File: config.mk
export PLATFORM = sky130hd
export DESIGN_NAME = mc_control_fsm_flat
export DESIGN_NICKNAME = d
export VERILOG_FILES = /design/src/rtl/mc_control_fsm_pkg.sv /design/src/rtl/mc_control_fsm_if.sv /design/src/rtl/mc_control_fsm_mem_wait_timer.sv /design/src/rtl/mc_control_fsm.sv /design/src/flat_wrapper.sv
export SDC_FILE = /design/constraint.sdc
export NUM_CORES = 1
export LEC_CHECK = 0
export BUFFER_PORTS_ARGS = -buffer_cell sky130_fd_sc_hd__buf_2
export CORE_ASPECT_RATIO = 1.2
export CORE_MARGIN = 3
export CORE_UTILIZATION = 28
export CTS_BUF_LIST = sky130_fd_sc_hd__clkbuf_16
export DETAILED_ROUTE_END_ITERATION = 8
export GPL_ROUTABILITY_DRIVEN = 0
export HOLD_SLACK_MARGIN = 0.02
export PLACE_DENSITY_LB_ADDON = 0.1
export SLEW_MARGIN = 5
export SYNTH_ARGS = -nofsm -noshare
export SYNTH_HDL_FRONTEND = slang
export SYNTH_SLANG_ARGS = --single-unit
File: constraint.sdc
create_clock -name clk -period 2.9 [get_ports clk]
set_input_delay 0.145 -clock clk [delete_from_list [all_inputs] [get_ports clk]]
set_output_delay 0.145 -clock clk [all_outputs]
set_load 0.02 [all_outputs]
File: src/rtl/mc_control_fsm_pkg.sv
// Shared definitions for the multi-cycle control unit: opcodes, state codes,
// datapath mux encodings and the memory-state classifier.
package mc_ctrl_pkg;

    localparam logic [5:0] OP_R    = 6'b000000;
    localparam logic [5:0] OP_LW   = 6'b100011;
    localparam logic [5:0] OP_SW   = 6'b101011;
    localparam logic [5:0] OP_ADDI = 6'b001000;
    localparam logic [5:0] OP_ANDI = 6'b001100;
    localparam logic [5:0] OP_ORI  = 6'b001101;
    localparam logic [5:0] OP_BEQ  = 6'b000100;
    localparam logic [5:0] OP_JR   = 6'b100000;
    localparam logic [5:0] OP_J    = 6'b110000;
    localparam logic [5:0] OP_JAL  = 6'b111000;

    typedef logic [3:0] state_t;

    localparam state_t ST_FETCH    = 4'd0;
    localparam state_t ST_DECODE   = 4'd1;
    localparam state_t ST_MEM_ADDR = 4'd2;
    localparam state_t ST_MEM_RD   = 4'd3;
    localparam state_t ST_MEM_WB   = 4'd4;
    localparam state_t ST_MEM_WR   = 4'd5;
    localparam state_t ST_R_EXEC   = 4'd6;
    localparam state_t ST_I_EXEC   = 4'd7;
    localparam state_t ST_ALU_WB   = 4'd8;
    localparam state_t ST_BRANCH   = 4'd9;
    localparam state_t ST_JUMP     = 4'd10;
    localparam state_t ST_JUMP_REG = 4'd11;
    localparam state_t ST_JAL      = 4'd12;
    localparam state_t ST_TRAP     = 4'd13;
    localparam state_t ST_HALT     = 4'd14;

    localparam logic [1:0] ALU_ADD   = 2'b00;
    localparam logic [1:0] ALU_SUB   = 2'b01;
    localparam logic [1:0] ALU_FUNCT = 2'b10;
    localparam logic [1:0] ALU_LOGIC = 2'b11;

    localparam logic [1:0] PC_ALU    = 2'b00;
    localparam logic [1:0] PC_ALUOUT = 2'b01;
    localparam logic [1:0] PC_JUMP   = 2'b10;
    localparam logic [1:0] PC_RS     = 2'b11;

    localparam logic [1:0] RD_RT = 2'b00;
    localparam logic [1:0] RD_RD = 2'b01;
    localparam logic [1:0] RD_RA = 2'b10;

    localparam logic [1:0] SRCB_RT     = 2'b00;
    localparam logic [1:0] SRCB_FOUR   = 2'b01;
    localparam logic [1:0] SRCB_IMM    = 2'b10;
    localparam logic [1:0] SRCB_IMM_SH = 2'b11;

    // States that wait on the memory handshake and are guarded by the timer.
    function automatic logic is_mem_state(input state_t s);
        return (s == ST_FETCH) || (s == ST_MEM_RD) || (s == ST_MEM_WR);
    endfunction

endpackage

File: src/rtl/mc_control_fsm_if.sv
// Control bundle between the instruction register / memory port and the
// multi-cycle datapath; master is the control unit, slave the datapath side.
interface mc_ctrl_if;

    logic [5:0] opcode;
    logic       mem_ready;
    logic       pc_write;
    logic       pc_write_cond;
    logic [1:0] pc_source;
    logic       ir_write;
    logic       iord;
    logic       mem_read;
    logic       mem_write;
    logic       mem_to_reg;
    logic [1:0] reg_dst;
    logic       reg_write;
    logic       alu_src_a;
    logic [1:0] alu_src_b;
    logic [1:0] alu_op;
    logic       mem_err;
    logic       trap;

    modport master (
        input  opcode, mem_ready,
        output pc_write, pc_write_cond, pc_source, ir_write, iord, mem_read,
               mem_write, mem_to_reg, reg_dst, reg_write, alu_src_a,
               alu_src_b, alu_op, mem_err, trap
    );

    modport slave (
        output opcode, mem_ready,
        input  pc_write, pc_write_cond, pc_source, ir_write, iord, mem_read,
               mem_write, mem_to_reg, reg_dst, reg_write, alu_src_a,
               alu_src_b, alu_op, mem_err, trap
    );

endinterface

File: src/rtl/mc_control_fsm_mem_wait_timer.sv
// Memory wait counter: counts consecutive stalled cycles and flags the cycle
// on which the count would reach MEM_TIMEOUT.
module mc_mem_wait_timer #(
    parameter int  MEM_TIMEOUT = 16,
    localparam int TMR_W       = $clog2(MEM_TIMEOUT + 1)
) (
    input  logic clk,
    input  logic rst_n,
    input  logic inc,
    output logic expire
);

    logic [TMR_W-1:0] cnt;

    // Any cycle without a stall clears the count, so every memory state is entered at zero.
    always_ff @(posedge clk or negedge rst_n) begin
        if (!rst_n)
            cnt <= '0;
        else if (inc)
            cnt <= cnt + TMR_W'(1);
        else
            cnt <= '0;
    end

    assign expire = inc && (cnt == TMR_W'(MEM_TIMEOUT - 1));

endmodule

File: src/rtl/mc_control_fsm.sv
// Multi-cycle main control FSM with memory timeout detection.
// Optional illegal-opcode trap state enabled by MC_CTRL_ILLEGAL_TRAP_EN.
module mc_control_fsm
    import mc_ctrl_pkg::*;
#(
    parameter int MEM_TIMEOUT = 16
) (
    input  logic       clk,
    input  logic       rst_n,
    mc_ctrl_if.master  ctrl
);

    state_t     state;
    state_t     state_nxt;
    logic [5:0] op_q;
    logic       mem_err_q;
    logic       stall;
    logic       expire;

    assign stall = is_mem_state(state) && !ctrl.mem_ready;

    mc_mem_wait_timer #(
        .MEM_TIMEOUT(MEM_TIMEOUT)
    ) u_wait_timer (
        .clk    (clk),
        .rst_n  (rst_n),
        .inc    (stall),
        .expire (expire)
    );

    always_comb begin
        state_nxt = state;
        case (state)
            ST_FETCH: begin
                if (ctrl.mem_ready)
                    state_nxt = ST_DECODE;
                else if (expire)
                    state_nxt = ST_HALT;
            end
            ST_DECODE: begin
                case (ctrl.opcode)
                    OP_LW, OP_SW:              state_nxt = ST_MEM_ADDR;
                    OP_R:                      state_nxt = ST_R_EXEC;
                    OP_ADDI, OP_ANDI, OP_ORI:  state_nxt = ST_I_EXEC;
                    OP_BEQ:                    state_nxt = ST_BRANCH;
                    OP_J:                      state_nxt = ST_JUMP;
                    OP_JAL:                    state_nxt = ST_JAL;
                    OP_JR:                     state_nxt = ST_JUMP_REG;
                    default: begin
`ifdef MC_CTRL_ILLEGAL_TRAP_EN
                        state_nxt = ST_TRAP;
`else
                        state_nxt = ST_FETCH;
`endif
                    end
                endcase
            end
            ST_MEM_ADDR: state_nxt = (op_q == OP_SW) ? ST_MEM_WR : ST_MEM_RD;
            ST_MEM_RD: begin
                if (ctrl.mem_ready)
                    state_nxt = ST_MEM_WB;
                else if (expire)
                    state_nxt = ST_HALT;
            end
            ST_MEM_WR: begin
                if (ctrl.mem_ready)
                    state_nxt = ST_FETCH;
                else if (expire)
                    state_nxt = ST_HALT;
            end
            ST_R_EXEC, ST_I_EXEC: state_nxt = ST_ALU_WB;
            ST_HALT:              state_nxt = ST_HALT;
            default:              state_nxt = ST_FETCH;
        endcase
    end

    always_ff @(posedge clk or negedge rst_n) begin
        if (!rst_n) begin
            state     <= ST_FETCH;
            mem_err_q <= 1'b0;
        end else begin
            state <= state_nxt;
            if (expire)
                mem_err_q <= 1'b1;
        end
    end

    // Opcode is only consumed after DECODE, so the latch carries no reset.
    always_ff @(posedge clk) begin
        if (state == ST_DECODE)
            op_q <= ctrl.opcode;
    end

    always_comb begin
        ctrl.pc_write      = 1'b0;
        ctrl.pc_write_cond = 1'b0;
        ctrl.pc_source     = PC_ALU;
        ctrl.ir_write      = 1'b0;
        ctrl.iord          = 1'b0;
        ctrl.mem_read      = 1'b0;
        ctrl.mem_write     = 1'b0;
        ctrl.mem_to_reg    = 1'b0;
        ctrl.reg_dst       = RD_RT;
        ctrl.reg_write     = 1'b0;
        ctrl.alu_src_a     = 1'b0;
        ctrl.alu_src_b     = SRCB_RT;
        ctrl.alu_op        = ALU_ADD;
        ctrl.mem_err       = mem_err_q;
        ctrl.trap          = 1'b0;
        // Everything is held low while reset is asserted, including the FETCH strobes.
        if (rst_n) begin
            case (state)
                ST_FETCH: begin
                    ctrl.mem_read  = 1'b1;
                    ctrl.alu_src_b = SRCB_FOUR;
                    ctrl.ir_write  = ctrl.mem_ready;
                    ctrl.pc_write  = ctrl.mem_ready;
                end
                ST_DECODE: ctrl.alu_src_b = SRCB_IMM_SH;
                ST_MEM_ADDR: begin
                    ctrl.alu_src_a = 1'b1;
                    ctrl.alu_src_b = SRCB_IMM;
                end
                ST_MEM_RD: begin
                    ctrl.mem_read = 1'b1;
                    ctrl.iord     = 1'b1;
                end
                ST_MEM_WB: begin
                    ctrl.reg_write  = 1'b1;
                    ctrl.mem_to_reg = 1'b1;
                end
                ST_MEM_WR: begin
                    ctrl.mem_write = 1'b1;
                    ctrl.iord      = 1'b1;
                end
                ST_R_EXEC: begin
                    ctrl.alu_src_a = 1'b1;
                    ctrl.alu_op    = ALU_FUNCT;
                end
                ST_I_EXEC: begin
                    ctrl.alu_src_a = 1'b1;
                    ctrl.alu_src_b = SRCB_IMM;
                    ctrl.alu_op    = (op_q == OP_ADDI) ? ALU_ADD : ALU_LOGIC;
                end
                ST_ALU_WB: begin
                    ctrl.reg_write = 1'b1;
                    ctrl.reg_dst   = (op_q == OP_R) ? RD_RD : RD_RT;
                end
                ST_BRANCH: begin
                    ctrl.alu_src_a     = 1'b1;
                    ctrl.alu_op        = ALU_SUB;
                    ctrl.pc_write_cond = 1'b1;
                    ctrl.pc_source     = PC_ALUOUT;
                end
                ST_JUMP: begin
                    ctrl.pc_write  = 1'b1;
                    ctrl.pc_source = PC_JUMP;
                end
                ST_JUMP_REG: begin
                    ctrl.pc_write  = 1'b1;
                    ctrl.pc_source = PC_RS;
                end
                ST_JAL: begin
                    ctrl.pc_write  = 1'b1;
                    ctrl.pc_source = PC_JUMP;
                    ctrl.reg_write = 1'b1;
                    ctrl.reg_dst   = RD_RA;
                end
`ifdef MC_CTRL_ILLEGAL_TRAP_EN
                ST_TRAP: begin
                    ctrl.trap      = 1'b1;
                    ctrl.pc_write  = 1'b1;
                    ctrl.pc_source = PC_JUMP;
                end
`endif
                default: ;
            endcase
        end
    end

endmodule

File: src/flat_wrapper.sv
// flat-port wrapper written by rule: the top's interface ports become plain ports
module mc_control_fsm_flat import mc_ctrl_pkg::*;
#(
    parameter int MEM_TIMEOUT = 16
)
  (clk, rst_n, ctrl_opcode, ctrl_mem_ready, ctrl_pc_write, ctrl_pc_write_cond, ctrl_pc_source, ctrl_ir_write, ctrl_iord, ctrl_mem_read, ctrl_mem_write, ctrl_mem_to_reg, ctrl_reg_dst, ctrl_reg_write, ctrl_alu_src_a, ctrl_alu_src_b, ctrl_alu_op, ctrl_mem_err, ctrl_trap);
  mc_ctrl_if ctrl_i ();
  input  logic clk;
  input  logic rst_n;
  input wire logic [$bits(ctrl_i.opcode)-1:0] ctrl_opcode;
  input wire logic [$bits(ctrl_i.mem_ready)-1:0] ctrl_mem_ready;
  output wire logic [$bits(ctrl_i.pc_write)-1:0] ctrl_pc_write;
  output wire logic [$bits(ctrl_i.pc_write_cond)-1:0] ctrl_pc_write_cond;
  output wire logic [$bits(ctrl_i.pc_source)-1:0] ctrl_pc_source;
  output wire logic [$bits(ctrl_i.ir_write)-1:0] ctrl_ir_write;
  output wire logic [$bits(ctrl_i.iord)-1:0] ctrl_iord;
  output wire logic [$bits(ctrl_i.mem_read)-1:0] ctrl_mem_read;
  output wire logic [$bits(ctrl_i.mem_write)-1:0] ctrl_mem_write;
  output wire logic [$bits(ctrl_i.mem_to_reg)-1:0] ctrl_mem_to_reg;
  output wire logic [$bits(ctrl_i.reg_dst)-1:0] ctrl_reg_dst;
  output wire logic [$bits(ctrl_i.reg_write)-1:0] ctrl_reg_write;
  output wire logic [$bits(ctrl_i.alu_src_a)-1:0] ctrl_alu_src_a;
  output wire logic [$bits(ctrl_i.alu_src_b)-1:0] ctrl_alu_src_b;
  output wire logic [$bits(ctrl_i.alu_op)-1:0] ctrl_alu_op;
  output wire logic [$bits(ctrl_i.mem_err)-1:0] ctrl_mem_err;
  output wire logic [$bits(ctrl_i.trap)-1:0] ctrl_trap;
  assign ctrl_i.opcode = ctrl_opcode;
  assign ctrl_i.mem_ready = ctrl_mem_ready;
  assign ctrl_pc_write = ctrl_i.pc_write;
  assign ctrl_pc_write_cond = ctrl_i.pc_write_cond;
  assign ctrl_pc_source = ctrl_i.pc_source;
  assign ctrl_ir_write = ctrl_i.ir_write;
  assign ctrl_iord = ctrl_i.iord;
  assign ctrl_mem_read = ctrl_i.mem_read;
  assign ctrl_mem_write = ctrl_i.mem_write;
  assign ctrl_mem_to_reg = ctrl_i.mem_to_reg;
  assign ctrl_reg_dst = ctrl_i.reg_dst;
  assign ctrl_reg_write = ctrl_i.reg_write;
  assign ctrl_alu_src_a = ctrl_i.alu_src_a;
  assign ctrl_alu_src_b = ctrl_i.alu_src_b;
  assign ctrl_alu_op = ctrl_i.alu_op;
  assign ctrl_mem_err = ctrl_i.mem_err;
  assign ctrl_trap = ctrl_i.trap;
  mc_control_fsm #(.MEM_TIMEOUT(MEM_TIMEOUT)) u_core (.clk(clk), .rst_n(rst_n), .ctrl(ctrl_i));
endmodule
== After elaboration in Yosys (flattened, before gate mapping) ==
Index checks and enable logic that the tools add are counted.
W data, S select, Z words.
Word-level totals
  register bits after elaboration: 16
  bits in latches: 0
  RAM bits: 0
  ROM bits: 0
  bits of input ports: 9
  output and inout port bits: 19
  word-level logic and storage cells: 84
  memories kept: 0
Operators by class
  $add $sub $neg: 1
  $mul: 0
  divide/modulo/power cells: 0
  order comparisons: 0
  equality and inequality tests: 25
  shifts and indexed selects: 0
  mux-type cells: 36
  bitwise gates (word level): 0
  reductions and logical operators: 18
Operators with widths (count)
  $pmux W4 S7: 2
  $eq A6 B6 Y1 const B: 6
  $eq A4 B4 Y1 const B: 6
  $eq A6 B4 Y1 const B: 4
  $mux W1: 18
  $pmux W2 S3: 3
  $eq A4 B3 Y1 const B: 4
  $mux W4: 4
  $logic_not A6 Y1: 2
  $reduce_or A2 Y1: 6
  $mux W2: 5
  $reduce_or A3 Y1: 3
  $eq A4 B2 Y1 const B: 2
  $eq A6 B3 Y1 const B: 1
  $add A5 B1 Y5 const B: 1
  $eq A5 B4 Y1 const B: 1
  $mux W5: 1
  $eq A4 B1 Y1 const B: 1
  $logic_not A4 Y1: 1
  $pmux W2 S2: 1
  $reduce_or A4 Y1: 1
  $mux W3: 1
  $logic_and A1 B1 Y1: 2
  $logic_or A1 B1 Y1: 2
  2 further kinds: 2

== Depth between registers and ports, before layout ==
  depth in word-level cells: 8
  gate-level depth with buffers: 7
  depth with buffers taken out: 7

== Modules after synthesis ==
From an unflattened synthesis, not the netlist that was laid out.
Second synthesis, totals
  cells, all modules: 150
  area, all modules: 1234.9 µm²
By module, submodules not included
  mc_control_fsm: instances 1, cells an instance 131, area each 1003.5 µm², sequential area each 305.3 µm²
  mc_mem_wait_timer: instances 1, cells an instance 19, area each 231.5 µm², sequential area each 125.1 µm²

== Least setup slack after synthesis ==
Ideal clock, no wire load.
  kind: reg2out
  from: register u_core.op_q[0]
  to: output port ctrl_reg_dst[0]
  data arrival time: 1.539 ns
  required time: 2.755 ns
  path slack: 1.216 ns
  stages on the path, launching flop included: 5
  buffers on the path: 0
  path through: edfxtp_1 > or4_1 > nor2_1 > inv_1 > nor4_2
On the way
  cells in the longest elaborated chain, start to end: 4
RTL lines
  start: declaration: RTL line mc_control_fsm.sv:15  | logic [5:0] op_q;
  start signal: assignment: RTL line mc_control_fsm.sv:91  | op_q <= ctrl.opcode;
  $logic_not A6 Y1: RTL line mc_control_fsm.sv:147  | ctrl.reg_dst = (op_q == OP_R) ? RD_RD : RD_RT;
  $mux W1: RTL line mc_control_fsm.sv:147
  $pmux W2 S2: RTL line mc_control_fsm.sv:112  | case (state)
  $mux W2: RTL line mc_control_fsm.sv:111  | if (rst_n) begin
  end: declaration: RTL line flat_wrapper.sv:20  | output wire logic [$bits(ctrl_i.reg_dst)-1:0] ctrl_reg_dst;
Every way passes these cells.

== Worst setup path after layout ==
Same ends and word-level chain as after synthesis.

==> summary.txt <==
Run status
  • Status: finished, final reports clean

Timing
  • Worst Skew: 0.00151 ns
  • Worst Tran Pin Value: 0.588 ns
  • RSZ-0062 raised after global routing: false
  • F_max: 520 MHz
  • Max_slew headroom: 60.8%
  • Final setup viols: 0
  • Hold Violations, Final: 0
  • Final Cycle Share: 66.3%
  • Post-route setup slack: 0.977 ns
  • Minimum clock period: 1.92 ns
  • Sum Neg Setup Slack: 0 ns
  • Count of pins over their slew limit: 0

Route
  • Routed len/inst: 12.6 um
  • DRC: 0
  • Routed vias/inst: 4.84
  • Via count: 1036
  • DRT Pass-1 Iters: 4
  • DR iter-0 viols: 45
  • DRT Wirelength: 2700 um
  • Final ANT Viol Nets: 0

Synthesis
  • Share of flip-flops with an asynchronous set or reset: 62.5%
  • Synthesized net count: 148
  • Flops & latches, synth: 16
  • Yosys warnings: 0
  • Syn Area/Cell: 8.23 um^2
  • EDFF count, synth: 6
  • Sequential share of the synthesized area: 38.2%
  • Distinct cells, synth: 40
  • Gate Count Post-Synth: 137
  • Synthesized cell area: 1130 um^2
  • Top FF cell, synth: dfrtp_1

Critical path
  • Delay-heaviest family, CP: simple AND/OR/NAND/NOR gates
  • Crit Reg-Reg Endpoint: u_core.state[3]$_DFF_PN0_
  • Setup CP Type: reg2out
  • Critical Path End: ctrl_reg_dst[0]
  • Crit. Startpoint: u_core.op_q[0]$_DFFE_PP_
  • CP Buf/Inv Count: 2
  • CP peak stage delay: 0.52 ns
  • WP data required: 2.76 ns
  • WP data arrival: 1.78 ns
  • Crit path max fanout: 3
  • Worst R2R Start: u_core.u_wait_timer.cnt[0]$_DFF_PN0_
  • Worst setup EP type: primary output
  • WP depth: 5
  • R2r setup slk: 1.12 ns
  • Critical Path Source Type: flip-flop
  • CP max-delay cell: or4_1
  • Sequence of cells on the critical path: or4_1 -> nor2_1 -> inv_1 -> nor4_2 -> buf_2
  • R2R depth: 7

Placement
  • IO Port Bufs: 26
  • Hpwl dp: 2100 um
  • Dpl ws: 1.12 ns

Final layout
  • Share of layout cells above drive strength 1: 20.4%
  • P&R area growth vs syn: 22.4%
  • Antenna cells: 0
  • Fillers: 400
  • Nets: 174

Clocking
  • CTS tree: yes
  • # clock sinks: 16
  • Max clock buf depth: 2
  • CTS H-tree lvls: 1
  • Hold-fix buffers at CTS: 1
  • Clock Latency Late Sink: 0.24 ns
  • Post-CTS setup buffer count: 0
  • Clk slew on worst S/H paths: 0.05 ns
  • Num CTS Buffers: 3
  • CTS Root Cell: clkbuf_16
  • PostCTS Resize Cnt: 0

Floorplan
  • Initial Util: 30.0%
  • Rows: 24
  • Die X: 63.9 um
  • Ports: 28
  • Core Region: 3750 um^2
  • Die ar.: 4830 um^2
  • Chip Height: 75.5 um

Global route
  • First-pass GRT wire length: 4630 um
  • Met2 Resource Use GR: 22.8%
  • Grt met1 use: 13.6%
  • Vias in the first global route: 981
  • Largest net degree at the start of global routing: 21
  • Grt met3 use: 2.51%
  • GRT busiest layer: met2
  • All-Layer GR Usage: 12.3%
  • Initial antenna violation count: 0
  • Grt total ovfl: 0

Power and ir drop
  • Max VDD drop: 0.350 mV
  • Leak: 0.610 nW
  • PD cells: 745 nW/um^2

Flow run
  • MaxCap Viol Count: 0

Worst hold path
  • Worst hold path depth: 1
  • Hold WC Path Type: in2reg
-- where the power goes --
part / switching, mW / internal, mW
Combinational: 0.229 / 0.144
Clock: 0.0784 / 0.182
Sequential: 0.0903 / 0.304
Total: 0.397 / 0.631
-- registers in the layout (all words and copies together), names as in the netlist --
signal                   flops
u_core.state                 4
u_core.op_q                  6
u_core.u_wait_timer.cnt      5
u_core.ctrl.mem_err          1
-- cell usage after synthesis, types with 4 or more instances --
| cell type | n | area, um^2 |
|---|---|---|
| o21ai_0 | 6 | 30.0 |
| nand3_1 | 6 | 30.0 |
| a21oi_1 | 6 | 30.0 |
| nor3_1 | 5 | 25.0 |
| edfxtp_1 | 6 | 180 |
| nand2_1 | 13 | 48.8 |
| nand2b_1 | 5 | 31.3 |
| dfrtp_1 | 10 | 250 |
| nor2_1 | 22 | 82.6 |
| buf_2 | 4 | 20.0 |
| inv_1 | 9 | 33.8 |
-- how the worst min path moves through the flow --
stage	startpoint	end	slack, ns
floorplan	rst_n	u_core.ctrl.mem_err$_DFFE_PN0P_	-0.15
global placement	rst_n	u_core.state[3]$_DFF_PN0_	0.06
detailed placement	rst_n	u_core.state[3]$_DFF_PN0_	0.07
CTS	ctrl_opcode[1]	u_core.op_q[1]$_DFFE_PP_	0.14
global route	ctrl_opcode[1]	u_core.op_q[1]$_DFFE_PP_	0.16
finish	ctrl_opcode[1]	u_core.op_q[1]$_DFFE_PP_	0.15
-- logic make-up (layout without fill, tap and decap cells) --
| family | Yosys count | after routing | share of synthesized area, % |
|---|---|---|---|
| AO/OA/AOI/OAI | 28 | 28 | 17.0 |
| XOR/XNOR | 4 | 4 | 3.11 |
| adder cells (fa/ha/maj) | 2 | 2 | 2.22 |
| buffers and inverters | 15 | 40 | 5.77 |
| flip-flops | 16 | 16 | 38.2 |
| multiplexers | 2 | 2 | 1.78 |
| other | 1 | 1 | 0.333 |
| AND/OR/NAND/NOR | 69 | 69 | 31.6 |
-- worst register-to-register path: stages, from the launching register on --
cell and delay [ns]:
dfrtp_1 0.36, ha_1 0.19, and3_1 0.16, ha_1 0.23, or4b_1 0.44, nor3_1 0.14, a21oi_1 0.08, nand3_1 0.12
-- placed cells by master (no fill, tap or decap), types with 5 or more instances in the layout --
master    instances
a21oi_1           6
nand2b_1          5
dfrtp_1          10
buf_2            26
nor3_1            5
edfxtp_1          6
inv_1            10
nor2_1           22
o21ai_0           6
nand2_1          13
nand3_1           6
-- metrics by stage --
stage	util (%)	power [mW]	area [um^2]	hold WS, ns	instances
CTS	36.8	1.04	1380	0.141	214
finish	36.8	1.03	1380	0.151	214
floorplan	-	0.663	1130	-0.151	137
detailed placement	34.4	0.772	1290	0.0714	209
global placement	34.4	0.772	1290	0.0619	209
global route	36.8	1.11	1380	0.159	214
-- per-layer routing --
layer / up-vias / routed length (um)
li1: 535 / -
met1: 480 / 1190
met2: 19 / 1380
met3: 2 / 111
met4: 0 / 21
met5: - / 0
-- area by class of cell --
type | instances | area [um^2] | share of cell area [%]
repair buffers | 27 | 140 | 10.2
clock inverters | 1 | 3.75 | 0.272
flip-flops and latches | 16 | 430 | 31.2
multi-input cells | 106 | 632 | 45.8
clock buffers | 3 | 75.1 | 5.44
well taps | 52 | 65.1 | 4.71
inverters | 9 | 33.8 | 2.45
No activity file was read; power rests on OpenSTA's default activity.
